===== src/rtl/uart_pkg.sv =====
// Shared UART definitions: transmitter FSM encoding, LCR word-length codes
// and the parity helper used by both the transmitter and the receiver.
package uart_pkg;

  typedef enum logic [4:0] {
    S_TX_IDLE  = 5'b00001,
    S_TX_START = 5'b00010,
    S_TX_DATA  = 5'b00100,
    S_TX_PAR   = 5'b01000,
    S_TX_STOP  = 5'b10000
  } uart_tx_fsm_state_e;

  localparam logic [1:0] UART_WLEN_5 = 2'b00;
  localparam logic [1:0] UART_WLEN_6 = 2'b01;
  localparam logic [1:0] UART_WLEN_7 = 2'b10;
  localparam logic [1:0] UART_WLEN_8 = 2'b11;

  // Parity over the valid data bits only; stick parity overrides the data.
  function automatic logic uart_parity(input logic [7:0] data,
                                       input logic [1:0] wlen,
                                       input logic       eps,
                                       input logic       sps);
    logic [7:0] mask;
    logic       x;
    unique case (wlen)
      UART_WLEN_5: mask = 8'h1F;
      UART_WLEN_6: mask = 8'h3F;
      UART_WLEN_7: mask = 8'h7F;
      default:     mask = 8'hFF;
    endcase
    x = ^(data & mask);
    if (sps)      return ~eps;
    else if (eps) return x;
    else          return ~x;
  endfunction

endpackage


===== src/rtl/uart_tx.sv =====
// UART serial transmitter: start, 5-8 data bits LSB first, optional parity,
// 1 or 2 stop bits. Define UART_TX_CTS_EN to add CTS flow control.
module uart_tx
  import uart_pkg::*;
#(
  parameter int unsigned OS_RATE = 16
) (
  input  logic       clk_i,
  input  logic       rst_i,
  input  logic       uart_tx_en_i,
  input  logic       bclk_tick_i,
  input  logic [1:0] lcr_wlen_i,
  input  logic       lcr_pen_i,
  input  logic       lcr_eps_i,
  input  logic       lcr_sps_i,
  input  logic       lcr_stp2_i,
  input  logic       lcr_brk_i,
  input  logic [7:0] uart_tx_data_i,
  input  logic       uart_tx_valid_i,
`ifdef UART_TX_CTS_EN
  input  logic       uart_cts_ni,
`endif
  output logic       uart_tx_ready_o,
  output logic       uart_tx_busy_o,
  output logic       uart_tx_done_o,
  output logic       uart_tx_o
);

  localparam int unsigned TW = $clog2(OS_RATE);

  uart_tx_fsm_state_e state_q, state_d;

  logic [TW-1:0] tick_cnt_q;
  logic [2:0]    bit_cnt_q;
  logic [7:0]    shift_q;
  logic [1:0]    wlen_q;
  logic          pen_q;
  logic          par_q;
  logic          stp2_lat_q;
  logic          stp2_q;
  logic          tx_q;
  logic          done_q;
  logic          line_d;
  logic          cts_ok;
  logic          accept;
  logic          bit_end;
  logic          last_data;

`ifdef UART_TX_CTS_EN
  logic [1:0] cts_sync_q;

  always_ff @(posedge clk_i or posedge rst_i) begin
    if (rst_i) cts_sync_q <= 2'b11;
    else       cts_sync_q <= {cts_sync_q[0], uart_cts_ni};
  end

  assign cts_ok = ~cts_sync_q[1];
`else
  assign cts_ok = 1'b1;
`endif

  assign uart_tx_ready_o = (state_q == S_TX_IDLE) && uart_tx_en_i && cts_ok;
  assign uart_tx_busy_o  = (state_q != S_TX_IDLE);
  assign uart_tx_done_o  = done_q;
  assign uart_tx_o       = tx_q;

  assign accept    = uart_tx_valid_i && uart_tx_ready_o;
  assign bit_end   = bclk_tick_i && (tick_cnt_q == TW'(OS_RATE - 1));
  assign last_data = (bit_cnt_q == (3'd4 + {1'b0, wlen_q}));

  // NOTE: sequential state uses non-blocking assignments so every flop
  // samples pre-edge values regardless of process ordering.
  always_ff @(posedge clk_i or posedge rst_i) begin
    if (rst_i) state_q <= S_TX_IDLE;
    else       state_q <= state_d;
  end

  // NOTE: each combinational output gets a default first so no path
  // through the case leaves it unassigned and infers a latch.
  always_comb begin
    state_d = state_q;
    unique case (state_q)
      S_TX_IDLE:  if (accept)  state_d = S_TX_START;
      S_TX_START: if (bit_end) state_d = S_TX_DATA;
      S_TX_DATA:  if (bit_end && last_data) state_d = pen_q ? S_TX_PAR : S_TX_STOP;
      S_TX_PAR:   if (bit_end) state_d = S_TX_STOP;
      S_TX_STOP:  if (bit_end && (!stp2_lat_q || stp2_q)) state_d = S_TX_IDLE;
      default:    state_d = S_TX_IDLE;
    endcase
  end

  // Break overrides the line ahead of the output flop; framing carries on.
  always_comb begin
    line_d = 1'b1;
    unique case (state_q)
      S_TX_START: line_d = 1'b0;
      S_TX_DATA:  line_d = shift_q[0];
      S_TX_PAR:   line_d = par_q;
      default:    line_d = 1'b1;
    endcase
    if (lcr_brk_i) line_d = 1'b0;
  end

  // NOTE: the frame shadow registers are reset too; they are few, and a
  // defined value keeps the datapath deterministic straight out of reset.
  always_ff @(posedge clk_i or posedge rst_i) begin
    if (rst_i) begin
      tick_cnt_q <= '0;
      bit_cnt_q  <= '0;
      shift_q    <= '0;
      wlen_q     <= UART_WLEN_8;
      pen_q      <= 1'b0;
      par_q      <= 1'b0;
      stp2_lat_q <= 1'b0;
      stp2_q     <= 1'b0;
      tx_q       <= 1'b1;
      done_q     <= 1'b0;
    end else begin
      tx_q   <= line_d;
      done_q <= (state_q == S_TX_STOP) && (state_d == S_TX_IDLE);
      if (accept) begin
        tick_cnt_q <= '0;
        bit_cnt_q  <= '0;
        shift_q    <= uart_tx_data_i;
        wlen_q     <= lcr_wlen_i;
        pen_q      <= lcr_pen_i;
        par_q      <= uart_parity(uart_tx_data_i, lcr_wlen_i, lcr_eps_i, lcr_sps_i);
        stp2_lat_q <= lcr_stp2_i;
        stp2_q     <= 1'b0;
      end else if (state_q != S_TX_IDLE && bclk_tick_i) begin
        tick_cnt_q <= tick_cnt_q + TW'(1);
        if (bit_end && state_q == S_TX_DATA) begin
          shift_q   <= {1'b0, shift_q[7:1]};
          bit_cnt_q <= bit_cnt_q + 3'd1;
        end
        if (bit_end && state_q == S_TX_STOP && stp2_lat_q) stp2_q <= ~stp2_q;
      end
    end
  end

endmodule


===== config.mk =====
export PLATFORM = sky130hd
export DESIGN_NAME = uart_tx
export DESIGN_NICKNAME = d
export VERILOG_FILES = /design/src/rtl/uart_pkg.sv /design/src/rtl/uart_tx.sv
export SDC_FILE = /design/constraint.sdc
export NUM_CORES = 1
export LEC_CHECK = 0
export ABC_CLOCK_PERIOD_IN_PS = 2300
export CORE_MARGIN = 1
export CORE_UTILIZATION = 53
export DETAILED_ROUTE_END_ITERATION = 12
export GPL_TIMING_DRIVEN = 1
export HOLD_SLACK_MARGIN = 0.03
export PLACE_DENSITY = 0.83
export SYNTH_ARGS = -nofsm -noshare
export SYNTH_HDL_FRONTEND = slang
export SYNTH_SLANG_ARGS = --single-unit

===== constraint.sdc =====
create_clock -name clk_i -period 2.3 [get_ports clk_i]
set_clock_uncertainty 0.1 [all_clocks]
set_input_delay 0.46 -clock clk_i [delete_from_list [all_inputs] [get_ports clk_i]]
set_output_delay 0.46 -clock clk_i [all_outputs]
set_load 0.02 [all_outputs]

==> metrics <==
global-route wire length before repair=5490 um; H-tree Lvls=1; CTS sink cnt=28; Via Count=1,235; Setup crit end=uart_tx_busy_o; max-slew violations=0; GR peak layer=met2; fin area=between 1500 and 2000 um2; Pwr Total=0.00157 W; fin crit period=between 2 and 2.5 ns; CTS clk-pin slew, worst paths=0.15 ns; register share of total power=between 40% and 50%; I/O Pins=24; internal power=0.00102 W; RR Endpoint=shift_q[7]; critical path arrival=1.66 ns; DR pass1 iterations=4; global route overflow=0; initial antenna violation count=0; GRT Total Usage=between 20 and 25%; status=completed; # rows=19; Clock Power Share=between 10% and 20%; met2 Use GR=40.0%; Mapped Area=~1600 um2; leading cell types in the layout, fill and taps excluded=dfrtp_1, nand2_1, clkdlybuf4s50_1; maximum VDD drop=0.673 mV; Worst setup EP type=output port; clk root buf=clkbuf_4; CTS tree=done; met3 GRT Util=2.09%; Worst Hold Class=primary input to async pin; top post-synthesis cells by area=dfrtp_1, dfstp_2, mux2i_1, nand2_1, o21ai_2; combinational share of power=38.3%; Worst Max-Slew Pin Slew=0.358 ns; Synth area leader=dfrtp_1; Die Area=between 3000 and 4000 um2; area growth from synthesis to layout=21.7%; hpwl dp=2460 um; cts hold-fix bufs=0; die height=around 56 um; fin nets=about 210; sequential share of the synthesized area=45.4%; crit path kind=flip-flop to output port; Initial Utilization=56.4%; Post-Syn Instances=between 150 and 200; Ys Warns=0; clock latency on the worst-skew pair=0.32 ns; sw frac=35.3%; diode count=0; post-CTS setup buffer count=0; Yosys top cell area share=38.6%; maximum root-to-sink buffer count=2; Setup-failing EPs final=0; number of buffers created by CTS=3; CP Launch Type=flip-flop; Vias/cell=5.69; RSZ-0062 raised after global routing=no; final WL=3040 um; pwr dens=828 nW/um2; syn_nets=~180; asr flop ratio synth=100%; fillcell total=225; Worst slew margin=75.6%; fmax=0.451 GHz; Hold Fails Final Rpt=0; Worst R2R Setup Slack=between 0.2 and 0.3 ns; Leak=0.810 nW; post-route clock period utilization=a little over nine tenths; vias in the first global route=1,336; area of the core=2760 um2; share of cells above drive strength 1=17.2%; crit path from=state_q[0]; Final ANT Viol Nets=0; slowest library cell on the worst path=dfstp_2; DRC viols=0; largest net degree at the start of global routing=29; crit path max fanout=6; WP data required=1.74 ns; most common library cell in the layout ignoring fill and taps=dfrtp_1; cell breakdown of the critical path=nor2b_2 > and2_4 > inv_2 > dlygate4sd2_1; Worst R2R Start=state_q[0]; highest cell delay on the worst timing path=0.60 ns; total negative slack=0 ns; gpl congestion=0.783; Post-synth EDFFs=0; syn avg cell area=9.91 um2; Cell variety after synth=43; placed instance area=1860 um2; flops & latches, synth=28; Avg WL per Cell=14.0 um; sw power=0.000553 W; die width=56.2 um; Port Buf Inserts=23; GR Util met1=between 20% and 30%; Max-Cap Viols=0; reg2reg path depth=7; top_reg_cell synth=dfrtp_1; 1st-iter DRT viols=22
==> sequential cells by signal, indices dropped and copies added (netlist names) <==
| register | count |
|---|---|
| stp2_q | 1 |
| uart_tx_done_o | 1 |
| bit_cnt_q | 3 |
| wlen_q | 2 |
| par_q | 1 |
| stp2_lat_q | 1 |
| state_q | 5 |
| pen_q | 1 |
| tick_cnt_q | 4 |
| shift_q | 8 |
| uart_tx_o | 1 |
==> layout make-up <==
type / count / area, um2 / share of cell area [%]
sequential: 28 / 706 / 37.3
multi-input combinational: 116 / 776 / 41.0
tap: 31 / 38.8 / 2.05
clock buffer: 4 / 26.3 / 1.39
timing repair buffer: 33 / 328 / 17.3
inverter: 5 / 18.8 / 0.991
==> worst min path at each step <==
| stage | end | slack, ns | cells past startpoint |
|---|---|---|---|
| 2_1_floorplan | wlen_q[0] | 0.35 | 2 |
| 5_1_grt | wlen_q[0] | 0.39 | 2 |
| 4_1_cts | wlen_q[0] | 0.38 | 2 |
| 6_report | shift_q[3] | 0.38 | 3 |
| 3_3_place_gp | wlen_q[1] | 0.36 | 2 |
| 3_5_place_dp | wlen_q[0] | 0.36 | 2 |
==> critical path: cells and delay by family (launching register included) <==
| kind | cells | cell delay (ns) |
|---|---|---|
| simple gates | 2 | 0.38 |
| flops | 1 | 0.60 |
| buf+inv | 2 | 0.38 |
==> synthesized netlist by cell type, drive strengths merged, types with 2 or more instances <==
| cell type | number |
|---|---|
| o31ai | 3 |
| buf | 8 |
| dfrtp | 24 |
| ha | 2 |
| nand3 | 5 |
| dfstp | 4 |
| nand2 | 21 |
| and4 | 2 |
| o21a | 2 |
| xor2 | 2 |
| o22ai | 3 |
| nor2 | 13 |
| and3 | 4 |
| nand4 | 3 |
| mux2i | 8 |
| a21oi | 5 |
| nor3 | 3 |
| and2 | 2 |
| xnor2 | 7 |
| o21ai | 18 |
| inv | 5 |
| nor2b | 2 |
==> power groups by stage <==
stage / Sequential (W) / Combinational (W) / Clock [W]
global route: 0.000783 / 0.000672 / 0.000220
CTS: 0.000765 / 0.000597 / 0.000209
global placement: 0.000762 / 0.000569 / 0
finish: 0.000766 / 0.000600 / 0.000202
detailed placement: 0.000774 / 0.000604 / 0
floorplan: 0.000743 / 0.000430 / 0
==> per-layer routing <==
metal  wire length [um]  part of all wire, %
met5                  0                    0
met4                 27                 0.89
met3                 79                  2.6
met2               1610                   53
met1               1330                   44
==> repair_timing <==
item	in CTS	in global routing
resized for setup	3	1
gates cloned	0	0
endpoints found under the hold margin	0	0
setup endpoints to repair	2	1
pin swaps	0	0
==> cells by family (layout without fill, tap and decap cells) <==
group | after synthesis | after routing | share of synthesized area (%)
mux | 9 | 9 | 5.87
simple gates | 58 | 58 | 19.3
compound gates | 37 | 37 | 16.3
flops | 28 | 28 | 45.4
xor+xnor | 10 | 10 | 6.52
buf+inv | 13 | 42 | 5.07
fa+ha+maj | 2 | 2 | 1.61
==> stage by stage <==
step           util, %  worst slack, ns  cells  hold WS [ns]
2_1_floorplan        -            0.514    157         0.346
3_3_place_gp      67.6           0.0752    213         0.357
3_5_place_dp      67.6           0.0325    213         0.362
4_1_cts           68.6           0.0114    217         0.382
5_1_grt           68.6          0.00542    217         0.392
6_report          68.6           0.0813    217         0.381
Power figures use the tool's default switching activity.
